### src/rtl/axis_rr_grant_mux.sv
// Packet-level 2:1 AXI-Stream mux driven by an external round-robin arbiter, with a registered 2-entry skid buffer.
// Define AXIS_RR_MUX_TID_EN to add the m_axis_tid source-channel tag (0 = channel 1, 1 = channel 2).
module axis_rr_grant_mux #(
    parameter int DATA_WIDTH = 32,
    parameter int CNT_WIDTH  = 16
) (
    input  logic                  axis_clk,
    input  logic                  axis_reset,
    input  logic [DATA_WIDTH-1:0] s1_axis_tdata,
    input  logic                  s1_axis_tvalid,
    input  logic                  s1_axis_tlast,
    output logic                  s1_axis_tready,
    input  logic [DATA_WIDTH-1:0] s2_axis_tdata,
    input  logic                  s2_axis_tvalid,
    input  logic                  s2_axis_tlast,
    output logic                  s2_axis_tready,
    output logic                  req_1,
    output logic                  req_2,
    input  logic                  gnt_1,
    input  logic                  gnt_2,
    output logic [DATA_WIDTH-1:0] m_axis_tdata,
    output logic                  m_axis_tvalid,
    output logic                  m_axis_tlast,
`ifdef AXIS_RR_MUX_TID_EN
    output logic                  m_axis_tid,
`endif
    input  logic                  m_axis_tready,
    output logic [CNT_WIDTH-1:0]  pkt_count
);

    typedef enum logic [1:0] {
        IDLE  = 2'd0,
        LOCK1 = 2'd1,
        LOCK2 = 2'd2
    } state_t;

    state_t state_reg, state_next;

    logic                  main_valid_reg;
    logic [DATA_WIDTH-1:0] main_data_reg;
    logic                  main_last_reg;
    logic                  skid_valid_reg;
    logic [DATA_WIDTH-1:0] skid_data_reg;
    logic                  skid_last_reg;
    logic [CNT_WIDTH-1:0]  pkt_count_reg;

    logic                  fire_1;
    logic                  fire_2;
    logic                  in_fire;
    logic [DATA_WIDTH-1:0] in_data;
    logic                  in_last;

`ifdef AXIS_RR_MUX_TID_EN
    logic main_tid_reg;
    logic skid_tid_reg;
    logic in_tid;
    assign in_tid     = (state_reg == LOCK2);
    assign m_axis_tid = main_tid_reg;
`endif

    // State register
    always_ff @(posedge axis_clk or posedge axis_reset) begin
        if (axis_reset) begin
            state_reg <= IDLE;
        end else begin
            state_reg <= state_next;
        end
    end

    // Next-state logic: a grant only locks if its channel actually has a beat waiting
    always_comb begin
        state_next = state_reg;
        case (state_reg)
            IDLE: begin
                if (gnt_1 && s1_axis_tvalid) begin
                    state_next = LOCK1;
                end else if (gnt_2 && !gnt_1 && s2_axis_tvalid) begin
                    state_next = LOCK2;
                end
            end
            LOCK1: begin
                if (fire_1 && s1_axis_tlast) begin
                    state_next = IDLE;
                end
            end
            LOCK2: begin
                if (fire_2 && s2_axis_tlast) begin
                    state_next = IDLE;
                end
            end
            default: state_next = IDLE;
        endcase
    end

    // Output logic; requests are masked while reset is held so the arbiter sees nothing
    always_comb begin
        req_1          = s1_axis_tvalid && (state_reg == IDLE) && !axis_reset;
        req_2          = s2_axis_tvalid && (state_reg == IDLE) && !axis_reset;
        s1_axis_tready = (state_reg == LOCK1) && !skid_valid_reg;
        s2_axis_tready = (state_reg == LOCK2) && !skid_valid_reg;
    end

    assign fire_1  = s1_axis_tvalid && s1_axis_tready;
    assign fire_2  = s2_axis_tvalid && s2_axis_tready;
    assign in_fire = fire_1 || fire_2;
    assign in_data = (state_reg == LOCK2) ? s2_axis_tdata : s1_axis_tdata;
    assign in_last = (state_reg == LOCK2) ? s2_axis_tlast : s1_axis_tlast;

    // Skid buffer: the main register refills from the skid entry first, so order is preserved.
    // An input beat can never arrive while the skid entry is occupied because tready is gated on it.
    always_ff @(posedge axis_clk or posedge axis_reset) begin
        if (axis_reset) begin
            main_valid_reg <= 1'b0;
            main_data_reg  <= '0;
            main_last_reg  <= 1'b0;
            skid_valid_reg <= 1'b0;
            skid_data_reg  <= '0;
            skid_last_reg  <= 1'b0;
`ifdef AXIS_RR_MUX_TID_EN
            main_tid_reg   <= 1'b0;
            skid_tid_reg   <= 1'b0;
`endif
        end else if (!main_valid_reg || m_axis_tready) begin
            if (skid_valid_reg) begin
                main_valid_reg <= 1'b1;
                main_data_reg  <= skid_data_reg;
                main_last_reg  <= skid_last_reg;
                skid_valid_reg <= 1'b0;
`ifdef AXIS_RR_MUX_TID_EN
                main_tid_reg   <= skid_tid_reg;
`endif
            end else begin
                main_valid_reg <= in_fire;
                if (in_fire) begin
                    main_data_reg <= in_data;
                    main_last_reg <= in_last;
`ifdef AXIS_RR_MUX_TID_EN
                    main_tid_reg  <= in_tid;
`endif
                end
            end
        end else if (in_fire) begin
            skid_valid_reg <= 1'b1;
            skid_data_reg  <= in_data;
            skid_last_reg  <= in_last;
`ifdef AXIS_RR_MUX_TID_EN
            skid_tid_reg   <= in_tid;
`endif
        end
    end

    always_ff @(posedge axis_clk or posedge axis_reset) begin
        if (axis_reset) begin
            pkt_count_reg <= '0;
        end else if (in_fire && in_last) begin
            pkt_count_reg <= pkt_count_reg + 1'b1;
        end
    end

    assign m_axis_tvalid = main_valid_reg;
    assign m_axis_tdata  = main_data_reg;
    assign m_axis_tlast  = main_last_reg;
    assign pkt_count     = pkt_count_reg;

endmodule

### config.mk
export PLATFORM = sky130hd
export DESIGN_NAME = axis_rr_grant_mux
export DESIGN_NICKNAME = d
export VERILOG_FILES = /design/src/rtl/axis_rr_grant_mux.sv
export SDC_FILE = /design/constraint.sdc
export NUM_CORES = 1
export LEC_CHECK = 0
export BUFFER_PORTS_ARGS = -buffer_cell sky130_fd_sc_hd__buf_2
export CAP_MARGIN = 20
export CORE_MARGIN = 4
export CORE_UTILIZATION = 25
export CTS_CLUSTER_DIAMETER = 200
export DETAILED_ROUTE_END_ITERATION = 10
export PLACE_DENSITY_LB_ADDON = 0.05
export SLEW_MARGIN = 15
export SYNTH_ARGS = -nofsm -noshare
export SYNTH_HDL_FRONTEND = slang
export SYNTH_SLANG_ARGS = --single-unit
### constraint.sdc
create_clock -name axis_clk -period 3 [get_ports axis_clk]
set_input_delay 0.6 -clock axis_clk [delete_from_list [all_inputs] [get_ports axis_clk]]
set_output_delay 0.6 -clock axis_clk [all_outputs]
set_load 0.005 [all_outputs]
==> impl_metrics.py <==
metrics = {
    "yosys": {
        "syn_nets": 490,
        "yosys.area_share.simple_pct": 16.6,
        "synthCells": 416,
        "netlist_top_cells_area": "dfrtp_1 (54%), o21ai_0 (8.4%), mux2i_1 (8.3%)",
        "synth_compound_area_share_pct": 13.0,
        "yosys.area_share.xor_xnor_pct": 3.30,
        "ys_warn_count": 0,
        "synth_fa_ha_area_share_pct": 0.314,
        "yosysUniqueCellTypes": 31,
        "yosysSeqAreaShare_pct": 54.0,
        "netlist_area_sq_um": 3980,
        "synth_top_area_cell": "dfrtp_1",
        "synth_edf_count": 0,
        "synthMuxAreaShare_pct": 9.05,
        "ys_async_sr_fraction_pct": 100,
        "syn_area_per_cell_sq_um": 9.57,
        "synth_top_area_share_pct": 54.0,
        "synth_top_family_by_area": "simple AND/OR/NAND/NOR gates",
        "synth-main-ff-cell": "dfrtp_1",
        "synth_seq_cells": 86,
    },
    "setup_path": {
        "cp_max_fo": 19,
        "crit_arrival_ps": 1830,
        "start_kind": "flip-flop",
        "critPathKind": "reg2out",
        "critPathCaptureType": "primary output",
        "required_ps": 2400,
    },
    "sta": {
        "finalSetupViolations": 0,
        "post-route-period-util_pct": 80.9,
        "finClkSkew_ps": 3.71,
        "finalHoldViolCount": 0,
        "fin_tns_setup_ps": 0,
        "slew_headroom_pct": 41.0,
        "max_freq_mhz": 412,
        "tightest_slew_ps": 884,
        "slew_violations": 0,
        "period_minus_slack_ps": 2430,
        "grt_setup_unrepaired": "no",
    },
    "cells_and_area": {
        "final_cell_mix": "buf_2 (126), dfrtp_1 (85), nand2_1 (74), o21ai_0 (67), nor2_1 (41)",
        "area_delta_synth_final_pct": 29.8,
        "layout_commonest_cell": "buf_2",
        "final_area_sq_um": 5170,
        "fin_util_pct": 33.5,
        "drive_above_1_share_pct": 29.9,
        "diodes": 0,
        "nets": 605,
    },
    "routing": {
        "vias_per_cell": 4.20,
        "first_pass_iters": 4,
        "drc_errors": 0,
        "wl_per_cell_um": 13.8,
        "drtIter0Drc": 153,
        "wirelength_um": 10300,
        "via_count": 3130,
        "ant_nets": 0,
    },
    "flow_run": {
        "maxCapViolCount": 0,
    },
    "clock_network": {
        "cts_resized": 0,
        "clkSinkCount": 86,
        "numCtsBuffers": 9,
        "ctsHtreeMaxLevel": 3,
        "cts_tree": "done",
        "cts_buffer_depth": 2,
        "ctsRootBufferMaster": "clkbuf_16",
        "insertion_delay_ps": 340,
        "path_clk_slew_ps": 60,
        "hold_buffers": 0,
        "postCtsSetupBuffers": 0,
    },
    "global_routing": {
        "grt_max_degree": 68,
        "grt_use_total_pct": 11.9,
        "overflow": 0,
        "grt_pass1_wl_um": 16900,
        "antenna_found_initial": 0,
        "grt_pass1_vias": 3149,
    },
    "placed_design": {
        "placedInstanceArea_sq_um": 4830,
        "globalplace.congestion": 0.773,
        "dp_hpwl_um": 7230,
        "portBuffers": 126,
    },
    "floorplan": {
        "die-area_sq_um": 18000,
        "die_width_um": 134,
        "io_pins": 127,
        "rows": 45,
        "die_h_um": 134,
        "coreArea_sq_um": 15400,
        "initial_core_util_pct": 25.8,
    },
    "pwr": {
        "p_per_area_nw_per_um2": 869,
        "leakage_nw": 2.76,
        "ir_worst_vdd_uv": 335,
    },
    "run_status": {
        "status": "complete, no violations",
    },
    "min_path": {
        "hp-class": "in2async",
    },
}
==> metal layers <==
layer | vias up | share of wire, % | GRT usage [%]
met3 | 11 | 5.8 | 2.89
met2 | 83 | 43 | 17.1
met4 | 0 | 1.9 | 5.26
li1 | 1634 | - | -
met1 | 1402 | 49 | 17.0
met5 | - | 0 | 0
==> Yosys cell counts (4+ instances only) <==
| master | instances |
|---|---|
| dfrtp_1 | 86 |
| nand2_1 | 74 |
| o21ai_0 | 67 |
| nor2_1 | 41 |
| a21oi_1 | 35 |
| mux2i_1 | 33 |
| clkbuf_1 | 16 |
| xor2_1 | 8 |
| buf_2 | 7 |
| xnor2_1 | 7 |
| and2_1 | 4 |
| inv_1 | 4 |
| nand2b_1 | 4 |
| nand3_1 | 4 |
| nor3_1 | 4 |
==> path summary, 6_finish.rpt <==
check                                                     end  slack, ps                 startpoint  depth (start not counted)
worst max-delay path                           s2_axis_tready        570   state_reg[0]$_DFFE_PP0P_                          4
worst min-delay path                 state_reg[1]$_DFFE_PP0P_        330                 axis_reset                          2
worst max register to register  skid_data_reg[30]$_DFFE_PP0P_        820   state_reg[1]$_DFFE_PP0P_                          6
worst min register to register      pkt_count[15]$_DFFE_PP0P_        460  pkt_count[15]$_DFFE_PP0P_                          1
max in group asynchronous           pkt_count[13]$_DFFE_PP0P_       1940                 axis_reset                          3
min in group axis_clk               pkt_count[15]$_DFFE_PP0P_        460  pkt_count[15]$_DFFE_PP0P_                          1
==> critical path: stages (launching register included) <==
cell	delay [ps]
dfrtp_1	460
nand2b_2	550
buf_12	260
nor2_1	50
buf_2	150
==> through the flow <==
stage | setup WS [ps] | hold WS, ps | cells | power [mW]
4_1_cts | 539 | 352 | 746 | 4.59
3_3_place_gp | 683 | 451 | 731 | 3.24
5_1_grt | 428 | 385 | 746 | 4.88
3_5_place_dp | 657 | 457 | 731 | 3.26
2_1_floorplan | 178 | 450 | 416 | 2.68
6_report | 574 | 329 | 746 | 4.49
==> logic make-up after synthesis <==
group,after synthesis
adders and majority gates,1
and+or+nand+nor,145
AOI/OAI and AO/OA,103
xor gates and xnor gates,15
buffers and inverters,31
muxes,35
DFF,86
==> where the power goes <==
group | leakage (nW) | internal, mW | switching [mW] | total [mW]
sequential | 1.08 | 1.62 | 0.284 | 1.91
combinational | 1.52 | 0.571 | 0.723 | 1.29
clock | 0.166 | 0.831 | 0.458 | 1.29
total | 2.76 | 3.02 | 1.46 | 4.49
==> final cells by class <==
| type | instances | area [sq um] |
|---|---|---|
| multi-input combinational | 299 | 1690 |
| inverter | 4 | 16.3 |
| tap | 211 | 264 |
| timing repair buffer | 131 | 706 |
| fill | 1644 | 10300 |
| sequential | 86 | 2150 |
| clock inverter | 4 | 95.1 |
| clock buffer | 11 | 243 |
No activity file was read; power rests on OpenSTA's default activity.
